==> src/rtl/mem_port_arb.sv <==
// Arbiter sharing one variable-latency memory port between instruction fetch (I) and data (D).
// Optional ARB_TIMEOUT_EN aborts a transaction whose ack never arrives and pulses err.
module mem_port_arb #(
  parameter int unsigned AW         = 32,
  parameter int unsigned DW         = 32,
  parameter int unsigned STARVE_MAX = 4,
  parameter int unsigned TIMEOUT    = 255
) (
  input  logic            clk,
  input  logic            rst,
  input  logic            i_req,
  input  logic [AW-1:0]   i_addr,
  output logic            i_gnt,
  output logic            i_rvalid,
  output logic [DW-1:0]   i_rdata,
  input  logic            d_req,
  input  logic            d_we,
  input  logic [AW-1:0]   d_addr,
  input  logic [DW-1:0]   d_wdata,
  input  logic [DW/8-1:0] d_be,
  output logic            d_gnt,
  output logic            d_rvalid,
  output logic [DW-1:0]   d_rdata,
  output logic            mem_req,
  output logic            mem_we,
  output logic [AW-1:0]   mem_addr,
  output logic [DW-1:0]   mem_wdata,
  output logic [DW/8-1:0] mem_be,
  input  logic            mem_ack,
  input  logic [DW-1:0]   mem_rdata,
  output logic            busy,
  output logic            err
);

  localparam int unsigned BW = DW / 8;
  localparam int unsigned SW = (STARVE_MAX > 0) ? $clog2(STARVE_MAX + 1) : 1;
  localparam logic [SW-1:0] StarveMax = SW'(STARVE_MAX);
  localparam logic [DW-1:0] Nop = DW'(32'h0000_0013);

  typedef enum logic [1:0] {StIdle, StBusyI, StBusyD} state_e;

  state_e          state_q, state_d;
  logic [SW-1:0]   starve_q, starve_d;
  logic            mem_req_q, mem_req_d;
  logic            mem_we_q, mem_we_d;
  logic [AW-1:0]   mem_addr_q, mem_addr_d;
  logic [DW-1:0]   mem_wdata_q, mem_wdata_d;
  logic [BW-1:0]   mem_be_q, mem_be_d;
  logic            i_rvalid_q, i_rvalid_d;
  logic [DW-1:0]   i_rdata_q, i_rdata_d;
  logic            d_rvalid_q, d_rvalid_d;
  logic [DW-1:0]   d_rdata_q, d_rdata_d;
  logic            busy_q, busy_d;
  logic            i_win, d_win;

`ifdef ARB_TIMEOUT_EN
  localparam int unsigned WW = (TIMEOUT > 0) ? $clog2(TIMEOUT + 1) : 1;
  logic [WW-1:0]   wait_q, wait_d;
  logic            err_q, err_d;
`endif

  always_comb begin
    state_d     = state_q;
    starve_d    = starve_q;
    mem_req_d   = mem_req_q;
    mem_we_d    = mem_we_q;
    mem_addr_d  = mem_addr_q;
    mem_wdata_d = mem_wdata_q;
    mem_be_d    = mem_be_q;
    i_rvalid_d  = 1'b0;
    i_rdata_d   = i_rdata_q;
    d_rvalid_d  = 1'b0;
    d_rdata_d   = d_rdata_q;
`ifdef ARB_TIMEOUT_EN
    wait_d      = wait_q;
    err_d       = 1'b0;
`endif

    // D wins ties until it has starved I for STARVE_MAX contested grants.
    i_win = i_req && (!d_req || (starve_q == StarveMax));
    d_win = d_req && !i_win;
    i_gnt = (state_q == StIdle) && i_win;
    d_gnt = (state_q == StIdle) && d_win;

    unique case (state_q)
      StIdle: begin
        if (i_gnt) begin
          state_d     = StBusyI;
          mem_req_d   = 1'b1;
          mem_we_d    = 1'b0;
          mem_addr_d  = i_addr;
          mem_wdata_d = '0;
          mem_be_d    = '0;
          starve_d    = '0;
`ifdef ARB_TIMEOUT_EN
          wait_d      = '0;
`endif
        end else if (d_gnt) begin
          state_d     = StBusyD;
          mem_req_d   = 1'b1;
          mem_we_d    = d_we;
          mem_addr_d  = d_addr;
          mem_wdata_d = d_wdata;
          mem_be_d    = d_be;
          if (i_req && (starve_q != StarveMax)) starve_d = starve_q + SW'(1);
`ifdef ARB_TIMEOUT_EN
          wait_d      = '0;
`endif
        end
      end
      StBusyI, StBusyD: begin
        if (mem_ack) begin
          state_d   = StIdle;
          mem_req_d = 1'b0;
          if (state_q == StBusyI) begin
            i_rvalid_d = 1'b1;
            i_rdata_d  = mem_rdata;
          end else begin
            d_rvalid_d = 1'b1;
            if (!mem_we_q) d_rdata_d = mem_rdata;
          end
`ifdef ARB_TIMEOUT_EN
        end else if (int'(wait_q) + 1 >= int'(TIMEOUT)) begin
          // Abort: report completion with safe default data alongside err.
          state_d   = StIdle;
          mem_req_d = 1'b0;
          err_d     = 1'b1;
          if (state_q == StBusyI) begin
            i_rvalid_d = 1'b1;
            i_rdata_d  = Nop;
          end else begin
            d_rvalid_d = 1'b1;
            d_rdata_d  = '0;
          end
        end else begin
          wait_d = wait_q + WW'(1);
`endif
        end
      end
      default: begin
        state_d   = StIdle;
        mem_req_d = 1'b0;
      end
    endcase

    busy_d = (state_d != StIdle);
  end

  always_ff @(posedge clk or negedge rst) begin
    if (!rst) begin
      state_q     <= StIdle;
      starve_q    <= '0;
      mem_req_q   <= 1'b0;
      mem_we_q    <= 1'b0;
      mem_addr_q  <= '0;
      mem_wdata_q <= '0;
      mem_be_q    <= '0;
      i_rvalid_q  <= 1'b0;
      i_rdata_q   <= Nop;
      d_rvalid_q  <= 1'b0;
      d_rdata_q   <= '0;
      busy_q      <= 1'b0;
`ifdef ARB_TIMEOUT_EN
      wait_q      <= '0;
      err_q       <= 1'b0;
`endif
    end else begin
      state_q     <= state_d;
      starve_q    <= starve_d;
      mem_req_q   <= mem_req_d;
      mem_we_q    <= mem_we_d;
      mem_addr_q  <= mem_addr_d;
      mem_wdata_q <= mem_wdata_d;
      mem_be_q    <= mem_be_d;
      i_rvalid_q  <= i_rvalid_d;
      i_rdata_q   <= i_rdata_d;
      d_rvalid_q  <= d_rvalid_d;
      d_rdata_q   <= d_rdata_d;
      busy_q      <= busy_d;
`ifdef ARB_TIMEOUT_EN
      wait_q      <= wait_d;
      err_q       <= err_d;
`endif
    end
  end

  assign mem_req   = mem_req_q;
  assign mem_we    = mem_we_q;
  assign mem_addr  = mem_addr_q;
  assign mem_wdata = mem_wdata_q;
  assign mem_be    = mem_be_q;
  assign i_rvalid  = i_rvalid_q;
  assign i_rdata   = i_rdata_q;
  assign d_rvalid  = d_rvalid_q;
  assign d_rdata   = d_rdata_q;
  assign busy      = busy_q;
`ifdef ARB_TIMEOUT_EN
  assign err       = err_q;
`else
  assign err       = 1'b0;
`endif

endmodule

==> config.mk <==
export PLATFORM = sky130hd
export DESIGN_NAME = mem_port_arb
export DESIGN_NICKNAME = d
export VERILOG_FILES = /design/src/rtl/mem_port_arb.sv
export SDC_FILE = /design/constraint.sdc
export NUM_CORES = 1
export LEC_CHECK = 0
export CORE_ASPECT_RATIO = 1.5
export CORE_UTILIZATION = 44
export DETAILED_ROUTE_END_ITERATION = 10
export PLACE_DENSITY_LB_ADDON = 0.12
export REMOVE_ABC_BUFFERS = 1
export SLEW_MARGIN = 0
export SYNTH_ARGS = -nofsm -noshare
export SYNTH_HDL_FRONTEND = slang
export SYNTH_SLANG_ARGS = --single-unit
==> constraint.sdc <==
create_clock -name clk -period 2.72 [get_ports clk]
set_clock_uncertainty 0.1 [all_clocks]
set_input_delay 0.408 -clock clk [delete_from_list [all_inputs] [get_ports clk]]
set_output_delay 0.408 -clock clk [all_outputs]
set_load 0.03 [all_outputs]
==> results of run 1 <==
-- flip-flops by register name, indices dropped and copies added, names as in the netlist --
| signal | flops |
|---|---|
| busy | 1 |
| d_rdata | 32 |
| d_rvalid | 1 |
| i_rdata | 32 |
| i_rvalid | 1 |
| mem_addr | 32 |
| mem_be | 4 |
| mem_req | 1 |
| mem_wdata | 32 |
| mem_we | 1 |
| starve_q | 3 |
| state_q | 2 |
-- cell families (layout without fill, tap and decap cells) --
kind of cell / Yosys count / count (layout) / share of synthesized area
flip-flops: 142 / 142 / 0.616
buffers and inverters: 37 / 327 / 0.0446
adder cells (fa/ha/maj): 5 / 5 / 0.0108
AND/OR/NAND/NOR: 125 / 125 / 0.101
multiplexers: 64 / 64 / 0.125
AO/OA/AOI/OAI: 81 / 81 / 0.102
other: 1 / 1 / 0.000649
-- placed cells by master, fill, tap and decap left out, types with 2 or more instances in the layout --
| cell type | instances |
|---|---|
| o21ai_0 | 4 |
| buf_4 | 8 |
| dfstp_2 | 3 |
| mux2_1 | 2 |
| ha_1 | 4 |
| nand2_1 | 79 |
| a21oi_1 | 39 |
| clkinv_4 | 5 |
| a221o_1 | 32 |
| nand3_1 | 3 |
| clkbuf_16 | 17 |
| inv_1 | 7 |
| clkbuf_8 | 2 |
| mux2_2 | 62 |
| bufinv_16 | 4 |
| nand2_2 | 3 |
| clkdlybuf4s50_1 | 273 |
| buf_12 | 3 |
| and2_1 | 33 |
| nor2_1 | 2 |
| nor2b_1 | 3 |
| dfrtp_1 | 139 |
-- worst max-delay path, stage by stage (launching register included) --
cell and delay, ns:
dfrtp_1 0.40, inv_1 0.08, ha_2 0.30, nand2_2 0.13, a21o_4 0.23, inv_4 0.24
buf_4 0.22
-- per-layer routing --
metal,global-route usage,routed length [µm]
met4,0.117,559
met5,0,0
met1,0.273,5680
met2,0.418,8320
met3,0.0732,1180
-- power groups by stage --
| stage | Clock (mW) | Sequential, mW | Combinational (mW) |
|---|---|---|---|
| 2_1_floorplan | 0 | 5.56 | 1.79 |
| 3_3_place_gp | 0 | 3.65 | 6.38 |
| 3_5_place_dp | 0 | 3.69 | 6.51 |
| 4_1_cts | 2.54 | 3.69 | 6.54 |
| 5_1_grt | 2.64 | 3.81 | 6.88 |
| 6_report | 2.49 | 3.68 | 6.48 |
-- path summary, 6_finish.rpt --
kind                                     end  slack [ns]
worst max-delay path                   i_gnt        0.19
worst min-delay path             i_rdata[14]        0.40
worst max register to register  mem_addr[23]        0.68
worst min register to register   i_rdata[14]        0.40
max in group asynchronous         i_rdata[0]        1.34
min in group asynchronous        i_rdata[30]        0.41
-- repair_timing --
item	CTS	global route
buffers inserted	0	0
gates resized for setup	0	1
hold endpoints to repair	52	0
hold buffers	1	0
endpoints found under the setup margin	0	1
-- cell type report --
class | instances | area share
repair buffers | 286 | 0.310
multi-input cells | 276 | 0.212
flip-flops and latches | 142 | 0.384
clock buffers | 20 | 0.0493
clock inverters | 12 | 0.0200
well taps | 156 | 0.0211
inverters | 9 | 0.00391
==> flow_metrics.py, run 1 <==
metrics = {
    "timing": {
        "rsz0062_at_grt": "false",
        "hold_violations": 0,
        "max_slew_margin": 0.536,
        "setup_viol": 0,
        "post-route-period-util": 0.929,
        "final.min_clock_period_ns": 2.53,
        "hold_ws_ns": 0.404,
        "fin_ws_ns": 0.194,
        "worst_pin_slew_ns": 0.693,
        "timing.fmax_mhz": 396,
        "fin_setup_tns_ns": 0,
        "finalMaxSlewViolations": 0,
    },
    "pwr": {
        "power.total_mw": 12.6,
        "p_leak_nw": 3.95,
        "p_per_area_nw_per_um2": 1360,
        "ir_worst_vdd_mv": 0.654,
        "pwr-share-seq": 0.291,
        "power_switching_mw": 5.00,
        "power_frac_comb": 0.512,
        "power.internal_mw": 7.65,
        "switching_share": 0.395,
        "p_clk_frac": 0.197,
    },
    "route": {
        "first_pass_iters": 4,
        "ant_nets": 0,
        "drc": 0,
        "num_vias": 4614,
        "drt_iter0_markers": 161,
        "wl_mm": 15.7,
        "viasPerCell": 5.12,
        "wire_per_inst_um": 17.5,
    },
    "floorplan": {
        "dieWidth_um": 95.6,
        "rows": 50,
        "die-area_um2": 13600,
        "io_pins": 278,
        "fp.dieH_um": 142,
        "coreArea_um2": 12600,
        "start_util": 0.457,
    },
    "critical_path": {
        "critPathCaptureType": "primary output",
        "rr_worst_depth": 7,
        "arrival_ns": 2.02,
        "startpoint": "state_q[1]",
        "crit_fanout": 29,
        "crit_type": "reg2out",
        "critPathLaunchType": "register",
        "cp.required_ns": 2.21,
        "r2r_start": "state_q[1]",
    },
    "clock_network": {
        "cts.sinks": 142,
        "cts_htree_levels": 4,
        "clk_pin_slew_ns": 0.06,
        "clk_latency_ns": 0.41,
        "clockBufferDepth": 2,
        "cts_buffers": 17,
        "clockRootBuffer": "clkbuf_16",
        "cts_tree": "yes",
    },
    "global_routing": {
        "grt_pass1_vias": 4981,
        "grt_antenna_before_repair": 0,
        "grt_start_max_net_pins": 57,
        "grt_usage": 0.244,
        "grt_pass1_wl_mm": 25.0,
        "grt_overflow": 0,
    },
    "layout": {
        "area.growth.synth_to_final_pct": 60.5,
        "regArea_um2": 3560,
        "stdcell_count": 901,
        "nets": 875,
        "drive_above_1_share": 0.157,
        "diodes": 0,
        "utilization": 0.733,
        "nFillCells": 888,
        "final_area_um2": 9270,
        "multi_input_area_um2": 1960,
    },
    "synth": {
        "async_flop_share": 1.00,
        "ys_seq_area_frac": 0.616,
        "synth.area.top_cells": "dfrtp_1 60%, mux2_2 12%, a221o_1 5.5%, nand2_1 5.1%, and2_1 3.6%",
        "synth_top_area_cell": "dfrtp_1",
        "synthCells": 455,
        "synth_edf_count": 0,
        "synth_cell_types": 31,
        "synth.avg_cell_area_um2": 12.7,
        "synth-seq-cells": 142,
        "syn_area_um2": 5780,
        "ys_warn_count": 0,
        "synthFlopType": "dfrtp_1",
        "synth.most_common_cell": "dfrtp_1",
        "synth.top_cells.by_count": "139 x dfrtp_1, 79 x nand2_1, 62 x mux2_2",
        "yosysTopAreaCellShare": 0.602,
    },
    "place": {
        "dp.cells": 868,
        "dpl_worst_slack_ns": 0.347,
        "placed_cell_area_um2": 8610,
        "port-buffer-count": 276,
        "hpwl_mm": 11.0,
        "globalplace.congestion": 0.802,
    },
    "min_path": {
        "min_from": "i_rdata[14]",
        "min-delay-path-class": "reg2reg",
        "min_path_cells": 1,
    },
    "outcome": {
        "status": "finished clean",
    },
    "run": {
        "drv_cap": 0,
    },
}
Note: power is estimated with default switching activity, not from simulation.
==> run 2: changes to the inputs <==
--- a/config.mk
+++ b/config.mk
@@ -8,6 +8,7 @@
 export CORE_ASPECT_RATIO = 1.5
 export CORE_UTILIZATION = 44
 export DETAILED_ROUTE_END_ITERATION = 10
+export HOLD_SLACK_MARGIN = 0.03
 export PLACE_DENSITY_LB_ADDON = 0.12
 export REMOVE_ABC_BUFFERS = 1
 export SLEW_MARGIN = 0
==> results of run 2 <==
The final DEF is identical to that of run 1; final timing and power are the same.
==> run 3: changes to the inputs <==
--- a/config.mk
+++ b/config.mk
@@ -6,11 +6,14 @@
 export NUM_CORES = 1
 export LEC_CHECK = 0
 export CORE_ASPECT_RATIO = 1.5
+export CORE_MARGIN = 8
 export CORE_UTILIZATION = 44
+export CTS_CLUSTER_DIAMETER = 30
 export DETAILED_ROUTE_END_ITERATION = 10
 export HOLD_SLACK_MARGIN = 0.03
 export PLACE_DENSITY_LB_ADDON = 0.12
 export REMOVE_ABC_BUFFERS = 1
+export SETUP_SLACK_MARGIN = 0.2
 export SLEW_MARGIN = 0
 export SYNTH_ARGS = -nofsm -noshare
 export SYNTH_HDL_FRONTEND = slang
==> flow_metrics.py, run 3 (synthesized netlist as in run 1, its figures left out) <==
metrics = {
    "critical_path": {
        "crit_type": "reg2out",
        "critPathCaptureType": "primary output",
        "critPathLaunchType": "register",
        "cp.required_ns": 2.21,
        "crit_fanout": 25,
        "arrival_ns": 1.83,
    },
    "route": {
        "num_vias": 4631,
        "viasPerCell": 5.11,
        "wire_per_inst_um": 19.1,
        "drc": 0,
        "wl_mm": 17.3,
        "ant_nets": 0,
        "first_pass_iters": 5,
        "drt_iter0_markers": 157,
    },
    "timing": {
        "post-route-period-util": 0.860,
        "rsz0062_at_grt": "false",
        "final.min_clock_period_ns": 2.34,
        "setup_viol": 0,
        "worst_pin_slew_ns": 0.688,
        "fin_ws_ns": 0.382,
        "timing.fmax_mhz": 428,
        "max_slew_margin": 0.540,
        "fin_setup_tns_ns": 0,
        "finalMaxSlewViolations": 0,
        "hold_ws_ns": 0.390,
        "hold_violations": 0,
    },
    "clock_network": {
        "clk_pin_slew_ns": 0.06,
        "clockBufferDepth": 2,
        "cts_buffers": 17,
        "clockRootBuffer": "clkbuf_16",
        "cts_htree_levels": 4,
        "clk_latency_ns": 0.39,
        "cts.sinks": 142,
        "cts_tree": "yes",
    },
    "pwr": {
        "ir_worst_vdd_mv": 0.671,
        "p_leak_nw": 3.93,
        "power.total_mw": 12.5,
        "p_per_area_nw_per_um2": 1360,
    },
    "global_routing": {
        "grt_pass1_wl_mm": 27.1,
        "grt_use_met1": 0.225,
        "grt_busiest_layer": "met2",
        "met3_usage": 0.0675,
        "grt_pass1_vias": 5103,
        "grt_usage": 0.204,
        "grt_overflow": 0,
        "use_met2": 0.336,
        "grt_start_max_net_pins": 70,
        "grt_antenna_before_repair": 0,
    },
    "floorplan": {
        "fp.dieH_um": 156,
        "start_util": 0.448,
        "coreArea_um2": 12900,
        "rows": 51,
        "die-area_um2": 17100,
        "dieWidth_um": 110,
        "io_pins": 278,
    },
    "run": {
        "drv_cap": 0,
    },
    "layout": {
        "nFillCells": 925,
        "diodes": 0,
        "utilization": 0.717,
        "area.growth.synth_to_final_pct": 60.0,
        "stdcell_count": 906,
        "final_area_um2": 9240,
        "nets": 877,
        "most-common-layout-cells": "273 x clkdlybuf4s50_1, 139 x dfrtp_1, 79 x nand2_1",
        "layout_commonest_cell": "clkdlybuf4s50_1",
        "drive_above_1_share": 0.159,
    },
    "place": {
        "placed_cell_area_um2": 8620,
        "dpl_worst_slack_ns": 0.303,
        "globalplace.congestion": 0.788,
        "dp.cells": 873,
        "port-buffer-count": 276,
        "hpwl_mm": 13.1,
    },
    "min_path": {
        "min-delay-path-class": "reg2reg",
    },
    "outcome": {
        "status": "finished clean",
    },
}
[run 3: path summary, 6_finish.rpt]
kind                            start            to  slack (ns)  cells after the start
max in group asynchronous         rst    i_rdata[7]        1.32                      3
hold reg to reg            d_rdata[5]    d_rdata[5]        0.39                      1
setup reg to reg           state_q[1]  mem_addr[24]        0.69                      7
min in group asynchronous         rst   d_rdata[13]        0.46                      2
setup / recovery           state_q[1]         i_gnt        0.38                      6
hold / removal             d_rdata[5]    d_rdata[5]        0.39                      1
[run 3: cell type report]
class                   count  area, µm²  share of cell area
clock buffers              19        443              0.0479
clock inverters            13        154              0.0167
inverters                   9       38.8             0.00420
multi-input cells         276       1970               0.214
flip-flops and latches    142       3560               0.385
well taps                 159        199              0.0215
repair buffers            288       2880               0.311
[run 3: per-layer routing]
metal,up-vias,wire (µm)
met5,-,0
met4,0,769
met3,41,1500
met2,202,8670
met1,2254,6410
li1,2134,-
[run 3: timing repair]
item / in CTS / in global routing
buffers inserted: 0 / 0
hold endpoints to repair: 63 / 0
endpoints found under the setup margin: 1 / 1
resized for setup: 1 / 2
hold buffers: 1 / 0
[run 3: critical path, stage by stage (launching register included)]
cell	delay, ns
dfrtp_1	0.40
inv_1	0.12
ha_4	0.20
nand2_2	0.10
a21o_4	0.23
inv_6	0.17
buf_4	0.20
[run 3: power breakdown]
| group | total (mW) | switching [mW] | internal (mW) |
|---|---|---|---|
| logic | 6.56 | 3.63 | 2.93 |
| clock network | 2.31 | 0.910 | 1.40 |
| registers | 3.67 | 0.527 | 3.14 |
| total | 12.5 | 5.07 | 7.47 |
==> RTL change, RTL diff (config.mk and constraints of run 1) <==
Reset style: synchronous (`rst`), changed in one clocked block.
--- a/src/rtl/mem_port_arb.sv
+++ b/src/rtl/mem_port_arb.sv
@@ -146,7 +146,7 @@
     busy_d = (state_d != StIdle);
   end
 
-  always_ff @(posedge clk or negedge rst) begin
+  always_ff @(posedge clk) begin
     if (!rst) begin
       state_q     <= StIdle;
       starve_q    <= '0;
Check against the original RTL: differs if rst is asserted again (counterexample within 4 cycles, from zero or initial values and one cycle with rst low); with rst held inactive, the same outputs for 4 cycles.
==> RTL change against run 1 <==
Routed wire length up 8.3%; area after synthesis is 5.4% lower; cell area shrank 4.5%; critical endpoint is now d_gnt; setup slack better by 220 ps; sequential cell count unchanged.
Power is not compared: it rests on default switching activity, and its combinational part moved more than twofold at a synthesized area within 25%.
==> RTL change: results (changes against run 1) <==
- The mux cell area share after synthesis came to 0% (-12 points).
- WP data arrival: 1790 ps (-230 ps)
- The worst setup slack after placement is 152.4 ps (-194.8 ps).
- Fillcell total: 915 (+3.0%)
- The maximum root-to-sink buffer count is 2 (unchanged).
- The slowest stage of the critical path belongs to the cell dfxtp_1.
- The count of input and output buffers is 276 (unchanged).
* Number of global-route vias before repair: 5653 (+13%)
- Post-synthesis cell count: 659 (+45%)
* Synth async-reset ratio: 0% (-100 points)
- The xor and xnor fraction of the mapped netlist area came to 0.1602% (+0.16 points).
* Total routed wirelength: 17050 um (+8.3%)
- Worst voltage drop across the vdd grid: around 0.00045 V
- The per-cell via count in the routed design came to 5.143 (+0.42%).
* Post-DP HPWL: 12200 um (+11%)
- Number of vias in the routed layout: 5590 (+21%)
- Adder and majority cell fraction of the synthesized area: 1.144% (+0.061 points)
* H-Tree Depth: 4 (unchanged)
- Placer Congestion: 0.8072 (+0.69%)
- The wire length of the first global-routing pass is 27140 um (+8.6%).
* Compound-cell area share of the yosys netlist: 22.61% (+12 points)
* Clock latency of the later-clocked register in the worst-skew pair: 410 ps (about the same)
- The violation count after the first detailed-route iteration came to 189 (+17%).
* Actual slew at the worst max-slew pin: 512.0 ps (-181.0 ps)
- Number of cells in the design after placement: 1056 (+22%)
- CP max FO: 11 (-62%)
- The largest total area in the synthesized netlist belongs to dfxtp_1.
- The run finished with clean final reports.
* Largest net degree at the start of global routing: 46 (-19%)
* Total routing resource utilization after global routing: 26.71% (+2.3 points)
* Post-CTS resize count: 0 (unchanged)
* Number of setup buffers added after CTS: 0 (unchanged)
- Commonest cells post-synth: nand2_1 (213), dfxtp_1 (142), a21oi_1 (89), a21boi_0 (39), o21ai_0 (33)
* Critical Path Max Stage Delay: 360 ps (-40 ps)
* Top cells by area in the synthesized netlist: dfxtp_1 (52%), nand2_1 (15%), a21oi_1 (8.1%), a21boi_0 (5.4%), a21boi_1 (3.3%)
- Distinct cell type count after synthesis: 35 (+13%)
- Number of warnings issued by yosys: 0 (unchanged)
- The share of synthesized area occupied by flip-flops and latches came to 52.00% (-9.6 points).
- Type of the most critical hold path: primary input to register
* Proportion of layout cells with a drive suffix above 1: 5.996% (-9.7 points)
- The path depth of the worst reg2reg path came to 7 (unchanged).
- Clock transition at path regs: 60 ps (about the same)
* Antenna Diode Count: 0 (unchanged)
* Clock buffer count from CTS: 17 (unchanged)
- Top delay family on crit path: buffers and inverters
- The number of cells traversed by the worst hold path is 3 (+2).
-- RTL change: cell count changes after synthesis, moves of 20 or more --
cell,change
dfxtp_1,+142
a21oi_1,+50
nand2_1,+134
dfrtp_1,-139
clkbuf_1,+20
a21boi_1,+24
and2_1,-32
o21ai_0,+29
mux2_2,-62
a21boi_0,+39
a221o_1,-32
-- RTL change: per-stage QoR --
step	power [mW]	area (um2)
global route	5.856	8850
floorplan	2.919	5211
CTS	5.661	8847
global placement	3.530	8314
detailed placement	3.563	8314
finish	5.617	8850
-- RTL change: final cells by class --
class | instances | area share, %
Inverter | 6 | 0.2828
Tap cell | 153 | 2.163
Multi-Input combinational cell | 460 | 26.64
Sequential cell | 142 | 32.12
Clock inverter | 11 | 1.089
Clock buffer | 20 | 4.934
Timing Repair Buffer | 295 | 32.77
-- RTL change: final timing paths --
| path | startpoint | to | slack (ps) |
|---|---|---|---|
| setup / recovery | starve_q[0] | d_gnt | 420 |
| hold / removal | rst | mem_addr[6] | 310 |
| setup reg to reg | starve_q[0] | mem_wdata[18] | 610 |
| hold reg to reg | d_rdata[4] | d_rdata[4] | 350 |
-- RTL change: routing by layer --
| metal | share of wire, % | global-route usage [%] | up-vias |
|---|---|---|---|
| li1 | - | - | 2702 |
| met1 | 37 | 27.37 | 2592 |
| met2 | 51 | 46.25 | 249 |
| met3 | 8.4 | 9.516 | 47 |
| met4 | 4.3 | 15.06 | 0 |
| met5 | 0 | 0 | - |
-- RTL change: worst reg2reg max path: stages (launching register included) --
cell and delay, ps:
dfxtp_1 360, inv_1 80, ha_1 240, a21boi_4 200, or2_1 190, buf_4 380
nand2_4 250, a21oi_1 230
-- RTL change: power breakdown --
part	internal (mW)	switching (mW)	total, mW
sequential	2.22	0.0731	2.29
combinational	0.552	0.675	1.23
clock	1.25	0.849	2.09
